**src/rtl/debug_control_pkg.sv**
```systemverilog
// Shared constants for the JTAG debug controller: op codes, STATUS bit positions
// and the access FSM state type.
package debug_control_pkg;

  localparam logic [7:0] OP_NOOP   = 8'h00;
  localparam logic [7:0] OP_HALT   = 8'h01;
  localparam logic [7:0] OP_RESUME = 8'h02;
  localparam logic [7:0] OP_RESET  = 8'h03;
  localparam logic [7:0] OP_READ   = 8'h04;
  localparam logic [7:0] OP_WRITE  = 8'h05;
  localparam logic [7:0] OP_STEP   = 8'h06;
  localparam logic [7:0] OP_STATUS = 8'h07;
  localparam logic [7:0] OP_ADDR   = 8'h80;
  localparam logic [7:0] OP_WDATA  = 8'h81;
  localparam logic [7:0] OP_CHSEL  = 8'h82;
  localparam logic [7:0] OP_FLAGS  = 8'h83;

  localparam int ST_BUSY  = 0;
  localparam int ST_TMO   = 1;
  localparam int ST_OVR   = 2;
  localparam int ST_BADCH = 3;
  localparam int ST_HALT  = 4;
  localparam int ST_RST   = 5;
  localparam int ST_STEP  = 6;
  localparam int STATUS_W = 7;

  typedef enum logic {
    IDLE = 1'b0,
    REQ  = 1'b1
  } acc_state_e;

endpackage

```
**src/rtl/debug_reset_stretch.sv**
```systemverilog
// Holds resetn_out low for RST_STRETCH cycles after each req; a new req reloads the count.
module debug_reset_stretch #(
  parameter int RST_STRETCH = 1023
) (
  input  logic cpu_clk,
  input  logic sys_rstn,
  input  logic req,
  output logic resetn_out
);

  localparam int CW = (RST_STRETCH < 2) ? 1 : $clog2(RST_STRETCH + 1);

  logic [CW-1:0] cnt_q;

  always_ff @(posedge cpu_clk or negedge sys_rstn) begin
    if (!sys_rstn) begin
      cnt_q <= '0;
    end else if (req) begin
      cnt_q <= CW'(RST_STRETCH);
    end else if (cnt_q != '0) begin
      cnt_q <= cnt_q - CW'(1);
    end
  end

  assign resetn_out = (cnt_q == '0);

endmodule

```
**src/rtl/ff_sync.sv**
```systemverilog
// Two-flop level synchroniser for slow control signals crossing into cpu_clk.
module ff_sync #(
  parameter int W = 1
) (
  input  logic         cpu_clk,
  input  logic         sys_rstn,
  input  logic [W-1:0] d,
  output logic [W-1:0] q
);

  logic [W-1:0] meta_q;

  always_ff @(posedge cpu_clk or negedge sys_rstn) begin
    if (!sys_rstn) begin
      meta_q <= '0;
      q      <= '0;
    end else begin
      meta_q <= d;
      q      <= meta_q;
    end
  end

endmodule

```
**src/rtl/debug_control_mc.sv**
```systemverilog
// JTAG user-op debug controller: memory channel accesses, status, CPU halt and reset.
// Define DEBUG_CONTROL_MC_STEP_EN to add the cpu_step output and the STEP op.
module debug_control_mc
  import debug_control_pkg::*;
#(
  parameter int NCH         = 2,
  parameter int AW          = 64,
  parameter int DW          = 64,
  parameter int RST_STRETCH = 1023,
  parameter int TIMEOUT_CYC = 255
) (
  input  logic              cpu_clk,
  input  logic              sys_rstn,
  input  logic              jtag_op_ready,
  input  logic [7:0]        jtag_op,
  input  logic [DW-1:0]     jtag_data,
  output logic [DW-1:0]     user_data_out,
  output logic [AW-1:0]     mem_addr,
  output logic [DW-1:0]     mem_wdata,
  output logic [NCH-1:0]    mem_ce,
  output logic [NCH-1:0]    mem_we,
  input  logic [NCH-1:0]    mem_ack,
  input  logic [NCH*DW-1:0] mem_rdata,
  output logic              cpu_halt,
  output logic              cpu_resetn_cpu
`ifdef DEBUG_CONTROL_MC_STEP_EN
  ,
  output logic              cpu_step
`endif
);

  // state | meaning
  // IDLE  | waiting for exec; register ops run and accesses launch here
  // REQ   | channel request held until ack or timeout; any exec is an overrun

  localparam int TW = (TIMEOUT_CYC < 2) ? 1 : $clog2(TIMEOUT_CYC + 1);
  localparam logic [TW-1:0] TO_LOAD = TW'(TIMEOUT_CYC);
`ifdef DEBUG_CONTROL_MC_STEP_EN
  localparam logic STEP_PRESENT = 1'b1;
`else
  localparam logic STEP_PRESENT = 1'b0;
`endif

  acc_state_e state_q, state_d;

  logic                ready_sync, ready_d, exec;
  logic [2:0]          chsel_q;
  logic [AW-1:0]       addr_q;
  logic [DW-1:0]       wdata_q, udo_q, rdata_sel;
  logic                flag_inc_q, halt_q, wr_q;
  logic                tmo_err_q, ovr_q, badch_q;
  logic [TW-1:0]       tmo_cnt_q;
  logic [NCH-1:0]      ch_mask;
  logic                ch_bad, ack_sel, is_rw;
  logic                reg_exec, start, done, tmo_hit, ovr_set, bad_set, rst_req;
  logic [STATUS_W-1:0] status_vec;
`ifdef DEBUG_CONTROL_MC_STEP_EN
  logic                step_q;
`endif

  ff_sync #(.W(1)) u_ready_sync (
    .cpu_clk  (cpu_clk),
    .sys_rstn (sys_rstn),
    .d        (jtag_op_ready),
    .q        (ready_sync)
  );

  assign exec = ready_sync & ~ready_d;

  always_comb begin
    ch_mask   = '0;
    rdata_sel = '0;
    for (int c = 0; c < NCH; c++) begin
      if (chsel_q == 3'(c)) begin
        ch_mask[c] = 1'b1;
        rdata_sel  = mem_rdata[c*DW +: DW];
      end
    end
  end

  assign ch_bad  = ({1'b0, chsel_q} >= 4'(NCH));
  assign ack_sel = |(mem_ack & ch_mask);
  assign is_rw   = (jtag_op == OP_READ) || (jtag_op == OP_WRITE);

  always_comb begin
    status_vec           = '0;
    status_vec[ST_BUSY]  = (state_q == REQ);
    status_vec[ST_TMO]   = tmo_err_q;
    status_vec[ST_OVR]   = ovr_q;
    status_vec[ST_BADCH] = badch_q;
    status_vec[ST_HALT]  = halt_q;
    status_vec[ST_RST]   = ~cpu_resetn_cpu;
    status_vec[ST_STEP]  = STEP_PRESENT;
  end

  always_ff @(posedge cpu_clk or negedge sys_rstn) begin
    if (!sys_rstn) state_q <= IDLE;
    else           state_q <= state_d;
  end

  always_comb begin
    state_d  = state_q;
    reg_exec = 1'b0;
    start    = 1'b0;
    done     = 1'b0;
    tmo_hit  = 1'b0;
    ovr_set  = 1'b0;
    bad_set  = 1'b0;
    case (state_q)
      IDLE: begin
        if (exec) begin
          reg_exec = 1'b1;
          if (is_rw) begin
            if (ch_bad) begin
              bad_set = 1'b1;
            end else begin
              start   = 1'b1;
              state_d = REQ;
            end
          end
        end
      end
      REQ: begin
        ovr_set = exec;
        // ack wins over a timeout expiring in the same cycle
        if (ack_sel) begin
          done    = 1'b1;
          state_d = IDLE;
        end else if (tmo_cnt_q == TW'(1)) begin
          tmo_hit = 1'b1;
          state_d = IDLE;
        end
      end
      default: state_d = IDLE;
    endcase
  end

  assign rst_req = reg_exec && (jtag_op == OP_RESET);

  always_ff @(posedge cpu_clk or negedge sys_rstn) begin
    if (!sys_rstn) begin
      ready_d    <= 1'b0;
      chsel_q    <= '0;
      addr_q     <= '0;
      wdata_q    <= '0;
      flag_inc_q <= 1'b0;
      tmo_err_q  <= 1'b0;
      ovr_q      <= 1'b0;
      badch_q    <= 1'b0;
      halt_q     <= 1'b0;
      wr_q       <= 1'b0;
      tmo_cnt_q  <= '0;
      udo_q      <= '0;
`ifdef DEBUG_CONTROL_MC_STEP_EN
      step_q     <= 1'b0;
`endif
    end else begin
      ready_d <= ready_sync;
`ifdef DEBUG_CONTROL_MC_STEP_EN
      step_q  <= 1'b0;
`endif
      if (reg_exec) begin
        case (jtag_op)
          OP_HALT:             halt_q <= 1'b1;
          OP_RESUME, OP_RESET: halt_q <= 1'b0;
          OP_STATUS: begin
            udo_q     <= DW'(status_vec);
            tmo_err_q <= 1'b0;
            ovr_q     <= 1'b0;
            badch_q   <= 1'b0;
          end
          OP_ADDR:  addr_q     <= AW'(jtag_data);
          OP_WDATA: wdata_q    <= jtag_data;
          OP_CHSEL: chsel_q    <= jtag_data[2:0];
          OP_FLAGS: flag_inc_q <= jtag_data[0];
`ifdef DEBUG_CONTROL_MC_STEP_EN
          OP_STEP:  step_q     <= halt_q;
`endif
          default: ;
        endcase
      end
      if (bad_set) badch_q <= 1'b1;
      if (ovr_set) ovr_q <= 1'b1;
      if (start) begin
        wr_q      <= (jtag_op == OP_WRITE);
        tmo_cnt_q <= TO_LOAD;
      end else if ((state_q == REQ) && (tmo_cnt_q != '0)) begin
        tmo_cnt_q <= tmo_cnt_q - TW'(1);
      end
      if (tmo_hit) begin
        tmo_err_q <= 1'b1;
        wr_q      <= 1'b0;
      end
      if (done) begin
        wr_q <= 1'b0;
        if (!wr_q) udo_q <= rdata_sel;
        if (flag_inc_q) addr_q <= addr_q + AW'(DW / 8);
      end
    end
  end

  debug_reset_stretch #(.RST_STRETCH(RST_STRETCH)) u_rst_stretch (
    .cpu_clk    (cpu_clk),
    .sys_rstn   (sys_rstn),
    .req        (rst_req),
    .resetn_out (cpu_resetn_cpu)
  );

  assign mem_ce        = (state_q == REQ) ? ch_mask : '0;
  assign mem_we        = mem_ce & {NCH{wr_q}};
  assign mem_addr      = addr_q;
  assign mem_wdata     = wdata_q;
  assign user_data_out = udo_q;
  assign cpu_halt      = halt_q;
`ifdef DEBUG_CONTROL_MC_STEP_EN
  assign cpu_step      = step_q;
`endif

endmodule

```
**config.mk**
```make
export PLATFORM = sky130hd
export DESIGN_NAME = debug_control_mc
export DESIGN_NICKNAME = d
export VERILOG_FILES = /design/src/rtl/debug_control_pkg.sv /design/src/rtl/debug_reset_stretch.sv /design/src/rtl/ff_sync.sv /design/src/rtl/debug_control_mc.sv
export SDC_FILE = /design/constraint.sdc
export NUM_CORES = 1
export LEC_CHECK = 0
export CORE_MARGIN = 4
export CORE_UTILIZATION = 35
export CTS_BUF_LIST = sky130_fd_sc_hd__clkbuf_16
export DETAILED_ROUTE_END_ITERATION = 7
export MAX_ROUTING_LAYER = met4
export PLACE_DENSITY_LB_ADDON = 0.25
export RECOVER_POWER = 100
export SYNTH_ARGS = -nofsm -noshare
export SYNTH_HDL_FRONTEND = slang
export SYNTH_SLANG_ARGS = --single-unit
export TNS_END_PERCENT = 10
```
**constraint.sdc**
```tcl
create_clock -name cpu_clk -period 6.33 [get_ports cpu_clk]
set_input_delay 0.633 -clock cpu_clk [delete_from_list [all_inputs] [get_ports cpu_clk]]
set_output_delay 0.633 -clock cpu_clk [all_outputs]
set_load 0.02 [all_outputs]
```
Word level (Yosys, flattened, before mapping)
Cells that the tools add are included.
{ "word_totals": {"out_inout_bits": 198, "latch_bits": 0, "input_bits": 205, "ram_bits": 0, "regBits": 223, "word_cells": 109, "romBits": 0, "memories": 0} }
{ "op_classes": {"n_shift": 0, "n_eq_ne": 12, "addsub": 3, "magnitude_cmp": 1, "n_div": 0, "n_bitwise": 6, "n_mux": 45, "reduce_logical": 26, "n_mul": 0} }
{ "op_table": {"columns": ["cell", "count"], "rows": [
  ["two-way mux 64 bit", 10],
  ["adder 64 x 4 -> 64 bit (second input constant)", 1],
  ["equality test 8 bit (second input constant)", 4],
  ["two-way mux 1 bit", 28],
  ["equality test 8 x 3 -> 1 bit (second input constant)", 3],
  ["two-way mux 10 bit", 2],
  ["nonzero test 2 bit", 9],
  ["equality test 8 x 1 -> 1 bit (second input constant)", 2],
  ["equality test 8 x 2 -> 1 bit (second input constant)", 2],
  ["two-way mux 8 bit", 2],
  ["AND reduction 2 bit", 7],
  ["logical NOT 10 bit", 1],
  ["nonzero test 10 bit", 1],
  ["subtractor 10 x 1 -> 10 bit (second input constant)", 1],
  ["nonzero test 8 bit", 1],
  ["subtractor 8 x 1 -> 8 bit (second input constant)", 1],
  ["AND 2 bit", 2],
  ["case mux 1 bit (2 select lines)", 2],
  ["OR reduction 2 bit", 2],
  ["equality test 3 x 1 -> 1 bit (second input constant)", 1],
  [">= comparator 3 x 2 -> 1 bit (second input constant)", 1],
  ["logical NOT 3 bit", 1],
  ["NOT 1 bit", 3],
  ["nonzero test 3 bit", 1],
  ["4 further kinds", 5]
]} }

Depth between registers and ports, before layout
{ "depth": {"ltp_word": 8, "mapped_depth": 9} }

Hierarchy
From an unflattened synthesis, not the netlist that was laid out.
{ "unflattened": {"cells_unflattened": 1096, "hier_area_um2": 11143.2} }
{ "modules_own_cells": {"columns": ["module", "instances", "seq_area_each_um2", "cells_each", "area_per_inst_um2"], "rows": [
  ["debug_control_mc", 1, 5280.1, 1043, 10545.1],
  ["debug_reset_stretch", 1, 250.2, 51, 548.0],
  ["ff_sync", 1, 50.0, 2, 50.0]
]} }

Least setup slack after synthesis
Ideal clock, no wire load.
{ "synth_path": {"kind": "register to output", "start": "register u_rst_stretch.cnt_q[0]", "end": "output port cpu_resetn_cpu", "arrival_time_ns": 1.897, "n_path_buf": 0, "required_time_ns": 5.697, "stages_incl_launch_ff": 5, "setup_slack_ns": 3.800, "path_cell_list": "dfrtp_1 inv_1 ha_1 or3b_1 nor4b_2"} }
{ "synth_between": {"elab_chain_len": 1} }
{ "synth_rtl": {"columns": ["item", "line_no", "rtl"], "rows": [
  ["from (decl)", "debug_reset_stretch.sv:13", "logic [CW-1:0] cnt_q;"],
  ["from (signal assigned)", "debug_reset_stretch.sv:19", "cnt_q <= CW'(RST_STRETCH);"],
  ["from (signal assigned)", "debug_reset_stretch.sv:21", "cnt_q <= cnt_q - CW'(1);"],
  ["logical NOT 10 bit", "debug_reset_stretch.sv:25", "assign resetn_out = (cnt_q == '0);"],
  ["to (decl)", "debug_control_mc.sv:25", "output logic cpu_resetn_cpu"]
]} }
Every way passes these cells.

Worst setup path after layout
{ "layout_path": {"start": "input port jtag_op[0]", "end": "register udo_q[44] (netlist: user_data_out[44])"} }
{ "layout_between": {"elab_chain_len": 5} }
{ "layout_rtl": {"columns": ["item", "line_no", "rtl"], "rows": [
  ["from (decl)", "debug_control_mc.sv:15", "input logic [7:0] jtag_op,"],
  ["equality test 8 x 3 -> 1 bit *", "debug_control_mc.sv:163", "case (jtag_op)"],
  ["two-way mux 64 bit *", "debug_control_mc.sv:163", null],
  ["two-way mux 64 bit *", "debug_control_mc.sv:162", "if (reg_exec) begin"],
  ["two-way mux 64 bit", "debug_control_mc.sv:196", "if (!wr_q) udo_q <= rdata_sel;"],
  ["two-way mux 64 bit *", "debug_control_mc.sv:194", "if (done) begin"],
  ["to (signal assigned)", "debug_control_mc.sv:167", "udo_q <= DW'(status_vec);"],
  ["to (signal assigned)", "debug_control_mc.sv:196", null],
  ["to (decl)", "debug_control_mc.sv:49", "logic [DW-1:0] wdata_q, udo_q, rdata_sel;"]
]} }
Mark *: on every way between the ends. The rest lies on a longest branch, timed or not.
A chain may end at the register's enable or synchronous reset.

==> key figures <==
Status
  • Outcome: finished with violations
  • Failing checks: max-capacitance violations, max-slew violations

Worst setup path
  • Worst Path Required: 6.65 ns
  • Critical Path Fanout Max: 50
  • Worst setup path class: in -> reg
  • Crit. End Element: register
  • Worst setup SP type: input pin
  • FF-to-FF path depth: 7
  • Critical path arrival: 4.86 ns

Detailed routing
  • Vias post-DR: 10.72k
  • Routed WL: 42.90 mm
  • Routed length per instance: 21.92 um
  • Residual DRC count: 0
  • Vias per inst: 5.477
  • Drt first-iter violations: 780
  • ANT nets after route: 0
  • First-pass DRT Iterations: 6

STA
  • Fin crit period: 4.534 ns
  • Max Freq: 220.6 MHz
  • Final setup violation count: 0
  • Setup TNS: 0 ns
  • Skew final: 0.01179 ns
  • Final Max Slew Viols: 171
  • Final worst setup slack: 1.796 ns
  • RSZ-0062 raised after global routing: false
  • Worst-Margin Slew: 2.237 ns
  • Fin crit share: 0.7162
  • Final hold violations: 0
  • Worst slew margin: -0.4916

Synth
  • Cells after Synth: 1127
  • Async SR Flop Fraction: 1.000
  • EDFF count, synth: 0
  • Main synth FF type: dfrtp_1
  • Mapped Area: 11730 um2
  • Top cell type's share of synthesized area: 0.4756
  • Post-synth cell types: 73
  • Average cell area after synthesis: 10.41 um2
  • Synth area leaders: dfrtp_1 48%, mux2_4 7.7%, mux2i_1 7.1%, nand2_1 4.6%, o22ai_1 4.1%
  • Yosys top cell by area: dfrtp_1
  • Synth warn: 0
  • Flop and latch count out of synthesis: 223
  • Syn Nets: 1336
  • Sequential cell area fraction in the yosys report: 0.4756

Clock network
  • CTS tree: done
  • TritonCTS buffer count: 27
  • Clock root cell: clkbuf_16
  • CTS max path bufs: 3
  • H-tree Lvls: 1
  • Clk pin slew, worst setup/hold paths: 0.06 ns
  • TritonCTS Sinks: 223
  • CTS Hold Bufs: 0
  • CTS resizes: 0
  • Worst skew pair latency: 0.54 ns
  • Post CTS Setup Buffer Count: 0

Cells and area
  • Layout filler cell count: 3049
  • Synthesis-to-layout area growth: 41.50%
  • Nets@finish: 1705
  • Diodes inserted: 0
  • Share of layout cells above drive strength 1: 0.05479
  • Total area of sequential cells: 5584 um2
  • Multi-input logic area: 5510 um2

GRT
  • GRT Residual Overflow: 0
  • First-pass GRT wire length: 63.49 mm
  • Largest net degree at the start of global routing: 96
  • Vias in the first global route: 10.43k
  • Total GRT Usage: 0.2284
  • Initial antenna violation count: 0

Floorplan
  • Core Rows: 66
  • Core Box Area: 32780 um2
  • Die Y: 191.1 um
  • Die width: 191.1 um
  • Ports: 403
  • Die area: 36520 um2
  • Initial Util: 0.3579

Run
  • Max-cap violations: 4

Power and ir drop
  • PwrDens: 225.0 nW/um2
  • Peak supply drop: 0.1794 mV
  • Static leakage: 7.135 nW

Place
  • GP Congestion: 0.9433
  • Dpl hpwl: 32.02 mm
  • DP Worst Slack: 2.908 ns
  • # port buffers: 402

Worst hold path
  • Hold Crit Class: in -> async
## power by group
| group | leakage [nW] | total, mW | switching [mW] | internal [mW] |
|---|---|---|---|---|
| Clock | 0.412 | 1.44 | 0.623 | 0.812 |
| Combinational | 3.86 | 0.657 | 0.329 | 0.329 |
| Sequential | 2.86 | 1.64 | 0.105 | 1.54 |
## worst paths after layout
check,endpoint,slack (ns),startpoint
setup / recovery,user_data_out[44],1.80,jtag_op[0]
hold / removal,mem_wdata[26],0.11,sys_rstn
setup reg to reg,mem_addr[37],1.94,state_q
hold reg to reg,u_ready_sync.q,0.35,u_ready_sync.meta_q
max in group asynchronous,user_data_out[60],4.79,sys_rstn
min in group cpu_clk,u_ready_sync.q,0.35,u_ready_sync.meta_q
## area by class of cell
class	instances	share of cell area
Timing Repair Buffer	415	0.2471
Sequential cell	223	0.3363
Inverter	13	0.002939
Clock inverter	21	0.007762
Tap cell	442	0.03331
Multi-Input combinational cell	816	0.3319
Clock buffer	27	0.04069
## metrics by stage
stage	util	cell area [um2]	hold slack, ns	power, mW	instances
after global placement	0.4903	16080	0.3327	2.363	1909
after floorplan	-	11730	0.3312	1.943	1127
final	0.5065	16600	0.1139	3.735	1957
after detailed placement	0.4903	16080	0.3451	2.373	1909
after global routing	0.5065	16600	0.1693	3.906	1957
after CTS	0.5149	16880	0.1534	3.829	1957
## registers in the layout, indices dropped and copies added, names as in the netlist
signal / count
mem_addr: 64
mem_wdata: 64
user_data_out: 64
u_rst_stretch.cnt_q: 10
tmo_cnt_q: 8
chsel_q: 3
badch_q: 1
cpu_halt: 1
flag_inc_q: 1
ovr_q: 1
ready_d: 1
state_q: 1
tmo_err_q: 1
u_ready_sync.meta_q: 1
u_ready_sync.q: 1
wr_q: 1
## logic make-up after synthesis
family,Yosys count,share of synthesized area
AND/OR/NAND/NOR,432,0.1931
flip-flops,223,0.4756
AO/OA/AOI/OAI,215,0.1250
multiplexers,157,0.1610
buffers and inverters,88,0.03508
XOR/XNOR,8,0.005971
adder cells (fa/ha/maj),4,0.004265
## cell usage after synthesis, types with 20 or more instances
cell type,instances
clkbuf_1,42
mux2i_1,83
mux2_4,60
buf_2,20
nor2_1,72
nand3_1,37
nand2_1,145
dfrtp_1,223
nor3_1,30
nand4_1,31
a21oi_1,37
o22ai_1,76
## per-layer routing
layer | vias to the layer above | track usage | share of wire
li1 | 4967 | - | -
met1 | 5203 | 0.3019 | 0.42
met2 | 491 | 0.3558 | 0.47
met3 | 57 | 0.05205 | 0.084
met4 | 0 | 0.06298 | 0.027
met5 | - | - | 0
## layout by cell type (no fill, tap or decap), types with 7 or more instances in the layout
cell type	Yosys	final
mux2_1	0	58
nor2_1	72	73
dlygate4sd3_1	0	199
and4_1	16	16
nor3_1	30	29
mux2i_1	83	83
and2_1	10	10
o21ai_0	16	16
clkdlybuf4s50_1	0	202
nor4_1	14	15
clkinv_2	0	8
o32ai_1	11	11
and3_1	16	16
or4_1	9	9
nand3_1	37	37
nand2_1	145	145
a211oi_1	14	14
a21oi_1	37	37
a311oi_1	12	12
nand2b_1	12	12
clkbuf_16	0	27
mux2_2	14	14
nand4_1	31	31
dfrtp_1	223	222
inv_1	13	16
or3_1	9	7
o22ai_1	76	76
## worst max-delay path, cell delays in order
cell and delay [ns]:
dlygate4sd3_1 0.72, nor4bb_1 0.28, nand4b_1 0.30, nor2_1 0.93, clkbuf_1 1.66, o22ai_1 0.29
Power figures use the tool's default switching activity.
